===== src/rtl/bcd_digit_shifter_pkg.sv =====
// Shared BCD definitions: digit width, shifter state encoding and a digit
// validity helper used by the BCD datapath blocks.
package bcd_pkg;

    localparam int BCD_DIGIT_W = 4;

    typedef enum logic [1:0] {
        IDLE,
        SHIFT,
        FIN
    } state_t;

    // True when the nibble encodes a decimal digit 0..9.
    function automatic logic is_bcd_digit(input logic [BCD_DIGIT_W-1:0] digit);
        return digit <= 4'd9;
    endfunction

endpackage


===== src/rtl/bcd_digit_shifter.sv =====
// Multi-cycle BCD digit shifter: scales a packed BCD value by 10^n (left) or
// divides by 10^n with truncation (right), one digit per clock, with a
// START/DONE handshake, sticky overflow on lost nonzero digits and a flag for
// non-BCD operand digits.
module bcd_digit_shifter
    import bcd_pkg::*;
#(
    parameter int DIGITS = 4,
    parameter int AMT_W  = $clog2(DIGITS + 1)
) (
    input  logic                        clk,
    input  logic                        CLR_N,
    input  logic                        SCLR,
    input  logic                        START,
    input  logic [BCD_DIGIT_W*DIGITS-1:0] D,
    input  logic [AMT_W-1:0]            AMT,
    input  logic                        DIR,
    input  logic [BCD_DIGIT_W-1:0]      FILL,
    output logic [BCD_DIGIT_W*DIGITS-1:0] Q,
    output logic                        BUSY,
    output logic                        DONE,
    output logic                        OVF,
    output logic                        ERR
);

    localparam int DW = BCD_DIGIT_W * DIGITS;
    localparam logic [AMT_W-1:0] AMT_MAX = AMT_W'(DIGITS);

    state_t                 state;
    state_t                 state_nxt;
    logic [AMT_W-1:0]       cnt;
    logic                   dir_r;
    logic [BCD_DIGIT_W-1:0] fill_r;
    logic [AMT_W-1:0]       amt_clamped;
    logic                   load;
    logic [BCD_DIGIT_W-1:0] dropped;
    logic [DIGITS-1:0]      digit_ok;
    logic                   d_err;

    // Per-digit validity of the operand presented at load time.
    for (genvar i = 0; i < DIGITS; i++) begin : g_chk
        assign digit_ok[i] = is_bcd_digit(D[i*BCD_DIGIT_W +: BCD_DIGIT_W]);
    end

    assign d_err       = ~&digit_ok;
    assign amt_clamped = (AMT > AMT_MAX) ? AMT_MAX : AMT;
    // A new request is taken whenever no shift is in flight (IDLE or FIN).
    assign load        = START && (state != SHIFT);
    assign dropped     = dir_r ? Q[BCD_DIGIT_W-1:0] : Q[DW-1 -: BCD_DIGIT_W];

    // Next-state selection for the IDLE/SHIFT/FIN sequencer.
    always_comb begin
        state_nxt = state;
        unique case (state)
            IDLE, FIN: begin
                if (START) state_nxt = (amt_clamped == '0) ? FIN : SHIFT;
                else       state_nxt = IDLE;
            end
            SHIFT: begin
                if (cnt == AMT_W'(1)) state_nxt = FIN;
            end
            default: state_nxt = IDLE;
        endcase
    end

    // State register, registered handshake outputs and the shift datapath.
    always_ff @(posedge clk or negedge CLR_N) begin
        if (!CLR_N) begin
            state  <= IDLE;
            Q      <= '0;
            BUSY   <= 1'b0;
            DONE   <= 1'b0;
            OVF    <= 1'b0;
            ERR    <= 1'b0;
            cnt    <= '0;
            dir_r  <= 1'b0;
            fill_r <= '0;
        end else if (SCLR) begin
            state  <= IDLE;
            Q      <= '0;
            BUSY   <= 1'b0;
            DONE   <= 1'b0;
            OVF    <= 1'b0;
            ERR    <= 1'b0;
            cnt    <= '0;
            dir_r  <= 1'b0;
            fill_r <= '0;
        end else begin
            state <= state_nxt;
            BUSY  <= (state_nxt == SHIFT);
            DONE  <= (state_nxt == FIN);
            if (load) begin
                Q      <= D;
                dir_r  <= DIR;
                fill_r <= FILL;
                cnt    <= amt_clamped;
                OVF    <= 1'b0;
                ERR    <= d_err;
            end else if (state == SHIFT) begin
                Q <= dir_r ? {fill_r, Q[DW-1:BCD_DIGIT_W]}
                           : {Q[DW-BCD_DIGIT_W-1:0], fill_r};
                if (dropped != '0) OVF <= 1'b1;
                cnt <= cnt - AMT_W'(1);
            end
        end
    end

endmodule


===== config.mk =====
export PLATFORM = sky130hd
export DESIGN_NAME = bcd_digit_shifter
export DESIGN_NICKNAME = d
export VERILOG_FILES = /design/src/rtl/bcd_digit_shifter_pkg.sv /design/src/rtl/bcd_digit_shifter.sv
export SDC_FILE = /design/constraint.sdc
export NUM_CORES = 1
export LEC_CHECK = 0
export BUFFER_PORTS_ARGS = -buffer_cell sky130_fd_sc_hd__buf_4
export CORE_MARGIN = 1
export CORE_UTILIZATION = 46
export CTS_CLUSTER_DIAMETER = 200
export CTS_CLUSTER_SIZE = 30
export DETAILED_ROUTE_END_ITERATION = 12
export PLACE_DENSITY = 0.75
export SKIP_CTS_REPAIR_TIMING = 1
export SLEW_MARGIN = 20
export SYNTH_ARGS = -nofsm -noshare
export SYNTH_HDL_FRONTEND = slang
export SYNTH_SLANG_ARGS = --single-unit

===== constraint.sdc =====
create_clock -name clk -period 1.49 [get_ports clk]
set_input_delay 0.2235 -clock clk [delete_from_list [all_inputs] [get_ports clk]]
set_output_delay 0.2235 -clock clk [all_outputs]
set_load 0.005 [all_outputs]

==> results.env, run 1 <==
CP_DATA_REQUIRED_TIME_NS=1.66
MAX_CAP_VIOL_COUNT=0
GRT_USAGE_PCT=24.0
TIMING.HOLD.WORST.CLASS='in2reg'
FINAL-MAX-SLEW-VIOLATION-COUNT=0
SYNTH-ADDER-AREA-SHARE_PCT=1.48
CLOCK_TREE.BUFFER_DEPTH=2
CRIT_FANOUT=4
GRT_ANTENNA_BEFORE_REPAIR=0
BEGINNING_OF_THE_WORST_REGISTER_TO_REGISTER_PATH='Q[1]'
PLACEMENT_ROWS=21
SYNTH_CELLS=185
ROUTE.ANTENNA.REMAINING_NETS=0
STATUS='complete, no violations'
VIA_PER_INST=5.24
POWER_REPORT.INTERNAL_TOTAL_uW=1670
NUMBER_OF_REMAINING_DRC_ERRORS=0
MAXIMUM_NUMBER_OF_PINS_ON_ONE_NET_BEFORE_GLOBAL_ROUTE_REPAIR=35
ESTIMATED_WIRELENGTH_OF_THE_DETAIL_PLACED_DESIGN_UM=3060
ASYNC_RESET_FF_SHARE_PCT=100
LAYOUT_WORST_PATH_CYCLE_SHARE_PCT=94.8
SYNTHSIMPLEGATEAREAFRAC_PCT=24.1
HTREE_NUM_LEVELS=2
CTS.SINKS=30
VIAS=1508
FINAL_LAYOUT_SIZE_SUFFIX_GT1_SHARE_PCT=33.1
CTS_TREE='done'
NET-SWITCHING-POWER_uW=663
SETUP.WORST_PATH.END_CLASS='flip-flop'
FINAL-SETUP-VIOL-COUNT=0
VIAS_IN_THE_FIRST_GLOBAL_ROUTE=1431
RSZ0062_AT_GRT='no'
SYNTH_SEQ_AREA_SHARE_PCT=44.3
POWER_FRAC_COMB_PCT=25.2
SYNTH_ENABLE_FLOP_CELLS=0
WIRE_LENGTH_OF_THE_FIRST_GLOBAL_ROUTING_PASS_UM=7060
DIE_AREA_MM2=0.00393
RRSETUPSLACK_NS=0.08
CLOCK_LATENCY_NS=0.29
NUM-NETS-FINAL=271
TIGHTESTPINTRANSITION_NS=0.381
TIMING.SETUP.CRITICAL_PATH_CLASS='reg2reg'
FLOORPLAN.INITIALDENSITY_PCT=49.2
FMAX_GHz=0.708
STARTPOINT_TYPE='flip-flop'
TRITONCTS.NUM_BUFFERS=5
PATH_CLK_SLEW_NS=0.06
FIN_AREA_MM2=0.00226
ANTENNA_CELLS=0
FILLER_CELL_COUNT=304
FIN_SETUP_TNS_NS=0
POSTSYNTHNETCOUNT=215
SYNTH_MUX_AREA_SHARE_PCT=1.26
STARTPOINT='Q[1]'
FP.DIEW_UM=62.7
POSTSYNTHAREAPERCELL_UM2=9.16
SYNTH_FLOP_CELL='sky130_fd_sc_hd__dfrtp_1'
POWER.SHARE.CLOCK_PCT=33.2
FINALHOLDVIOLCOUNT=0
PORT-BUFFER-COUNT=47
PLACED_CELL_AREA_MM2=0.00213
TIMING.REG2REG.WORST_PATH_DEPTH=4
NUM_IO_PINS=48
GLOBAL_ROUTE.OVERFLOW_TOTAL=0
POST-ROUTE-MIN-PERIOD_NS=1.41
CRITPATHCAPTURE='OVF'
WORST_SLACK_NS=0.0770
P_SEQ_SHARE_PCT=41.6
TIMING.CLOCK.SKEW_NS=0.00391
MAPPEDNETLISTAREA_MM2=0.00169
POWER-PER-CELL-AREA_mW_PER_MM2=1030
NETSWITCHINGFRACTION_PCT=28.4
HOLD_SLACK_NS=0.174
ROUTE.FINAL.WIRE_LENGTH_UM=4220
FLOW.AREA_GROWTH_FROM_SYNTHESIS_PCT=33.5
ROUTABILITY_CONG=0.835
DETAILEDPLACE.WORSTSLACK_NS=0.0347
P_LEAK_uW=0.00106
SYNTH_SEQ_CELLS=30
DRT-INITIAL-DRC-COUNT=73
WORST_EP_ARRIVAL_TIME_NS=1.59
DIE_H_UM=62.7
NUMBER_OF_INSTANCES_ON_THE_WORST_HOLD_PATH=3
MAX_SLEW_HEADROOM_AT_THE_WORST_PIN_PCT=74.6
AREA.SEQUENTIAL_UM2=751
WORST_R2R_ENDPOINT='OVF'
PRE_ANTENNA_DRT_ITERS=4
SYNTH_COMPOUND_GATE_AREA_SHARE_PCT=23.0
CTSROOTBUFFERMASTER='sky130_fd_sc_hd__clkbuf_8'
MULTIINPUTGATEAREA_UM2=848
YOSYS_WARNINGS=0
CORE_AREA_MM2=0.00344
WL_PER_CELL_UM=14.6
SYNTH.LIB_CELLS_USED.DISTINCT=31
LARGEST_FAMILY_OF_LOGIC_CELLS_BY_SYNTHESIZED_AREA='simple AND/OR/NAND/NOR gates'
IRDROPWORSTVDD_V=0.000600
SYNTH-XOR-AREA-SHARE_PCT=0
## metal layers
metal	vias to the layer above	track usage (%)	part of all wire [%]
met5	-	0	0
met4	0	8.72	1.4
met3	4	8.39	4.9
met2	40	36.3	47
met1	707	31.6	47
li1	757	-	-
## worst max-delay path: stages (launching register included)
cell	delay (ns)
sky130_fd_sc_hd__dfrtp_1	0.41
sky130_fd_sc_hd__or4b_1	0.52
sky130_fd_sc_hd__o21ai_1	0.14
sky130_fd_sc_hd__a2bb2oi_1	0.18
sky130_fd_sc_hd__nor2_1	0.05
## worst min-delay path by stage
stage                            to  slack (ns)    start
after floorplan                BUSY       -0.07    CLR_N
after global placement         Q[0]        0.18    CLR_N
after detailed placement       Q[2]        0.18    CLR_N
after CTS                     dir_r       -0.14    CLR_N
after global routing      fill_r[3]        0.18  FILL[3]
final                     fill_r[1]        0.17  FILL[1]
## layout by cell type (no fill, tap or decap), types with 2 or more instances in the layout
cell,synthesis,routed
sky130_fd_sc_hd__a211oi_1,16,16
sky130_fd_sc_hd__a21oi_1,10,10
sky130_fd_sc_hd__buf_4,1,60
sky130_fd_sc_hd__clkbuf_8,0,8
sky130_fd_sc_hd__dfrtp_1,30,30
sky130_fd_sc_hd__ha_1,2,2
sky130_fd_sc_hd__inv_1,4,4
sky130_fd_sc_hd__nand2_1,27,27
sky130_fd_sc_hd__nand2b_1,3,3
sky130_fd_sc_hd__nor2_1,23,23
sky130_fd_sc_hd__nor2b_1,18,18
sky130_fd_sc_hd__nor3_1,3,3
sky130_fd_sc_hd__o21ai_0,7,6
sky130_fd_sc_hd__o31ai_1,8,8
sky130_fd_sc_hd__o31ai_2,8,8
## power by group through the flow
stage / Clock (uW) / Combinational [uW] / Sequential [uW]
floorplan: 0 / 313 / 973
global placement: 0 / 574 / 983
detailed placement: 0 / 580 / 982
CTS: 789 / 582 / 969
global route: 841 / 648 / 981
finish: 774 / 587 / 971
## per-stage QoR
| stage | std cells | utilization, % | total power, uW |
|---|---|---|---|
| after floorplan | 185 | - | 1290 |
| after global placement | 278 | 61.9 | 1560 |
| after detailed placement | 278 | 61.9 | 1560 |
| after CTS | 286 | 65.1 | 2340 |
| after global routing | 288 | 65.7 | 2470 |
| final | 288 | 65.7 | 2330 |
## synthesized netlist by cell type, types with 2 or more instances
cell	number	area, um^2
sky130_fd_sc_hd__dfrtp_1	30	751
sky130_fd_sc_hd__nand2_1	27	101
sky130_fd_sc_hd__nor2_1	23	86.3
sky130_fd_sc_hd__nor2b_1	18	113
sky130_fd_sc_hd__a211oi_1	16	120
sky130_fd_sc_hd__a21oi_1	10	50.1
sky130_fd_sc_hd__o31ai_1	8	60.1
sky130_fd_sc_hd__o31ai_2	8	100
sky130_fd_sc_hd__o21ai_0	7	35.0
sky130_fd_sc_hd__buf_2	5	25.0
sky130_fd_sc_hd__clkbuf_1	4	15.0
sky130_fd_sc_hd__inv_1	4	15.0
sky130_fd_sc_hd__nand2b_1	3	18.8
sky130_fd_sc_hd__nor3_1	3	15.0
sky130_fd_sc_hd__buf_6	2	22.5
sky130_fd_sc_hd__ha_1	2	25.0
## final cells by class
class / instances / share of cell area, %
clock buffers: 8 / 4.87
well taps: 46 / 2.54
inverters: 4 / 0.664
repair buffers: 62 / 21.2
flip-flops and latches: 30 / 33.2
multi-input cells: 138 / 37.5
## kinds of logic (layout without fill, tap and decap cells)
logic type | count (synthesis) | in the layout
mux | 2 | 2
buf+inv | 17 | 74
compound gates | 52 | 52
flops | 30 | 30
fa+ha+maj | 2 | 2
simple gates | 82 | 82
## registers in the layout (all words and copies together) (netlist names)
| name | count |
|---|---|
| Q | 16 |
| ERR | 1 |
| DONE | 1 |
| fill_r | 4 |
| dir_r | 1 |
| BUSY | 1 |
| OVF | 1 |
| state | 2 |
| cnt | 3 |
Note: power is estimated with default switching activity, not from simulation.
==> inputs of run 2 (changes only) <==
RECOVER_POWER = 100   (was unset)
==> run 2 against run 1 <==
Against the previous run:
- non-clock buffer count stayed put
- clock skew hardly changed
- critical endpoint unchanged
- largest power group unchanged
- via count is 0.99% higher
- worst hold slack hardly changed
- routed wire length is 0.38% lower
- critical path depth stayed put
- critical path type unchanged
- first-iteration DRC count is 8.2% lower
- power is 1.3% lower
- register-to-register slack hardly changed
- clock power hardly changed
- sequential power hardly changed
==> results.env, run 2 (synthesis gave the netlist of run 1 again) <==
STARTPOINT_TYPE='flip-flop'
LAYOUT_WORST_PATH_CYCLE_SHARE_PCT=94.7
ROUTABILITY_CONG=0.835
DIE_AREA_MM2=0.00393
TIGHTESTPINTRANSITION_NS=0.754
BUSIEST_METAL_LAYER_AFTER_GLOBAL_ROUTING='met2'
MAX_SLEW_HEADROOM_AT_THE_WORST_PIN_PCT=49.7
NUM-NETS-FINAL=271
MOSTFREQUENTLAYOUTCELLS='35 x sky130_fd_sc_hd__buf_4, 30 x sky130_fd_sc_hd__dfrtp_1, 27 x sky130_fd_sc_hd__nand2_1'
TIMING.HOLD.WORST.CLASS='in2reg'
CRIT_CHAIN='or4b_1, o21ai_1, a2bb2oi_1, nor2_1'
TIMING.CLOCK.SKEW_NS=0.00441
ROUTE.ANTENNA.REMAINING_NETS=0
DIE_H_UM=62.7
SETUP.WORST_PATH.END_CLASS='flip-flop'
FP.DIEW_UM=62.7
PATH_CLK_SLEW_NS=0.06
FINAL_LAYOUT_SIZE_SUFFIX_GT1_SHARE_PCT=30.2
POST-ROUTE-MIN-PERIOD_NS=1.41
FMAX_GHz=0.709
ROUTE.FINAL.WIRE_LENGTH_UM=4200
FLOW.AREA_GROWTH_FROM_SYNTHESIS_PCT=30.9
FINALHOLDVIOLCOUNT=0
IRDROPWORSTVDD_V=0.000595
MAXIMUM_NUMBER_OF_PINS_ON_ONE_NET_BEFORE_GLOBAL_ROUTE_REPAIR=35
HOLD_SLACK_NS=0.174
PLACEMENT_ROWS=21
PRE_ANTENNA_DRT_ITERS=4
FLOORPLAN.INITIALDENSITY_PCT=49.2
GLOBAL_ROUTE.USAGE.MET2_PCT=36.3
MAX_STAGE_DELAY_NS=0.52
PORT-BUFFER-COUNT=47
LARGEST_REG_FLOPS=16
GROUTE.LAYER.MET3.USAGE_PCT=8.39
GRT_USAGE_PCT=24.0
LAYOUT.CORE_UTILIZATION_PCT=64.4
LARGEST_REGISTER='Q'
MAX_CAP_VIOL_COUNT=0
P_LEAK_uW=0.00102
VIAS_IN_THE_FIRST_GLOBAL_ROUTE=1431
VIA_PER_INST=5.29
WORST_EP_ARRIVAL_TIME_NS=1.59
GRT_USE_MET1_PCT=31.6
STATUS='complete, no violations'
NUMBER_OF_REMAINING_DRC_ERRORS=0
CTS.SINKS=30
TIMING.SETUP.CRITICAL_PATH_CLASS='reg2reg'
DESIGN_POWER_TOTAL_uW=2300
CRIT_PATH_TOP_DELAY_CELL='sky130_fd_sc_hd__or4b_1'
CP_DATA_REQUIRED_TIME_NS=1.67
FINAL-MAX-SLEW-VIOLATION-COUNT=0
WL_PER_CELL_UM=14.6
GRT_ANTENNA_BEFORE_REPAIR=0
VIAS=1523
CLOCK_LATENCY_NS=0.29
LAYOUT_COMMONEST_CELL='sky130_fd_sc_hd__buf_4'
RSZ0062_AT_GRT='no'
POWER-PER-CELL-AREA_mW_PER_MM2=1040
FINAL-SETUP-VIOL-COUNT=0
WIRE_LENGTH_OF_THE_FIRST_GLOBAL_ROUTING_PASS_UM=7060
TRITONCTS.NUM_BUFFERS=5
ANTENNA_CELLS=0
NUM_IO_PINS=48
REG.LARGEST.LIST='Q x16, fill_r x4, cnt x3'
CTS_TREE='done'
CLOCK_TREE.BUFFER_DEPTH=2
FIN_SETUP_TNS_NS=0
DRT-INITIAL-DRC-COUNT=67
CORE_AREA_MM2=0.00344
CTSROOTBUFFERMASTER='sky130_fd_sc_hd__clkbuf_8'
HTREE_NUM_LEVELS=2
GLOBAL_ROUTE.OVERFLOW_TOTAL=0
ESTIMATED_WIRELENGTH_OF_THE_DETAIL_PLACED_DESIGN_UM=3060
CRIT_FANOUT=4
==> run 2: cell count changes in the layout (fill, tap and decap cells not counted), sizes merged <==
cell	previous run	this run
buf	61	36
clkbuf	8	33
==> run 2: worst paths after layout <==
| check | from | end | slack (ns) | depth (start not counted) |
|---|---|---|---|---|
| min in group asynchronous | CLR_N | Q[7] | 0.53 | 2 |
| min reg2reg | cnt[1] | cnt[1] | 0.49 | 2 |
| max reg2reg | Q[1] | OVF | 0.08 | 4 |
| max in group asynchronous | CLR_N | Q[14] | 0.48 | 2 |
| min | FILL[1] | fill_r[1] | 0.17 | 3 |
| max | Q[1] | OVF | 0.08 | 4 |
==> run 2: per-layer routing <==
metal  vias to the layer above  share of wire, %
li1                        757                 -
met1                       719                47
met2                        43                46
met3                         4               5.1
met4                         0               1.4
met5                         -                 0
==> run 2: stage by stage <==
stage	std cells	worst slack (ns)	cell area, um^2
floorplan	185	0.0287	1690
global placement	278	0.00192	2130
detailed placement	278	0.0347	2130
CTS	286	0.0337	2240
global route	288	0.0120	2220
finish	288	0.0792	2220
==> run 2: layout make-up <==
type	count	area, um^2
Tap cell	46	57.6
Clock buffer	8	110
Fill cell	317	1220
Timing Repair Buffer	62	452
Sequential cell	30	751
Inverter	4	15.0
Multi-Input combinational cell	138	832
==> run 2: worst max-delay path, delay by kind of cell (launching register included) <==
kind | cells | cell delay [ns]
flops | 1 | 0.41
simple gates | 2 | 0.57
compound gates | 2 | 0.32
==> run 2: power breakdown <==
group          internal [uW]  switching [uW]
Clock                    466             310
Combinational            282             275
Sequential               897            71.6
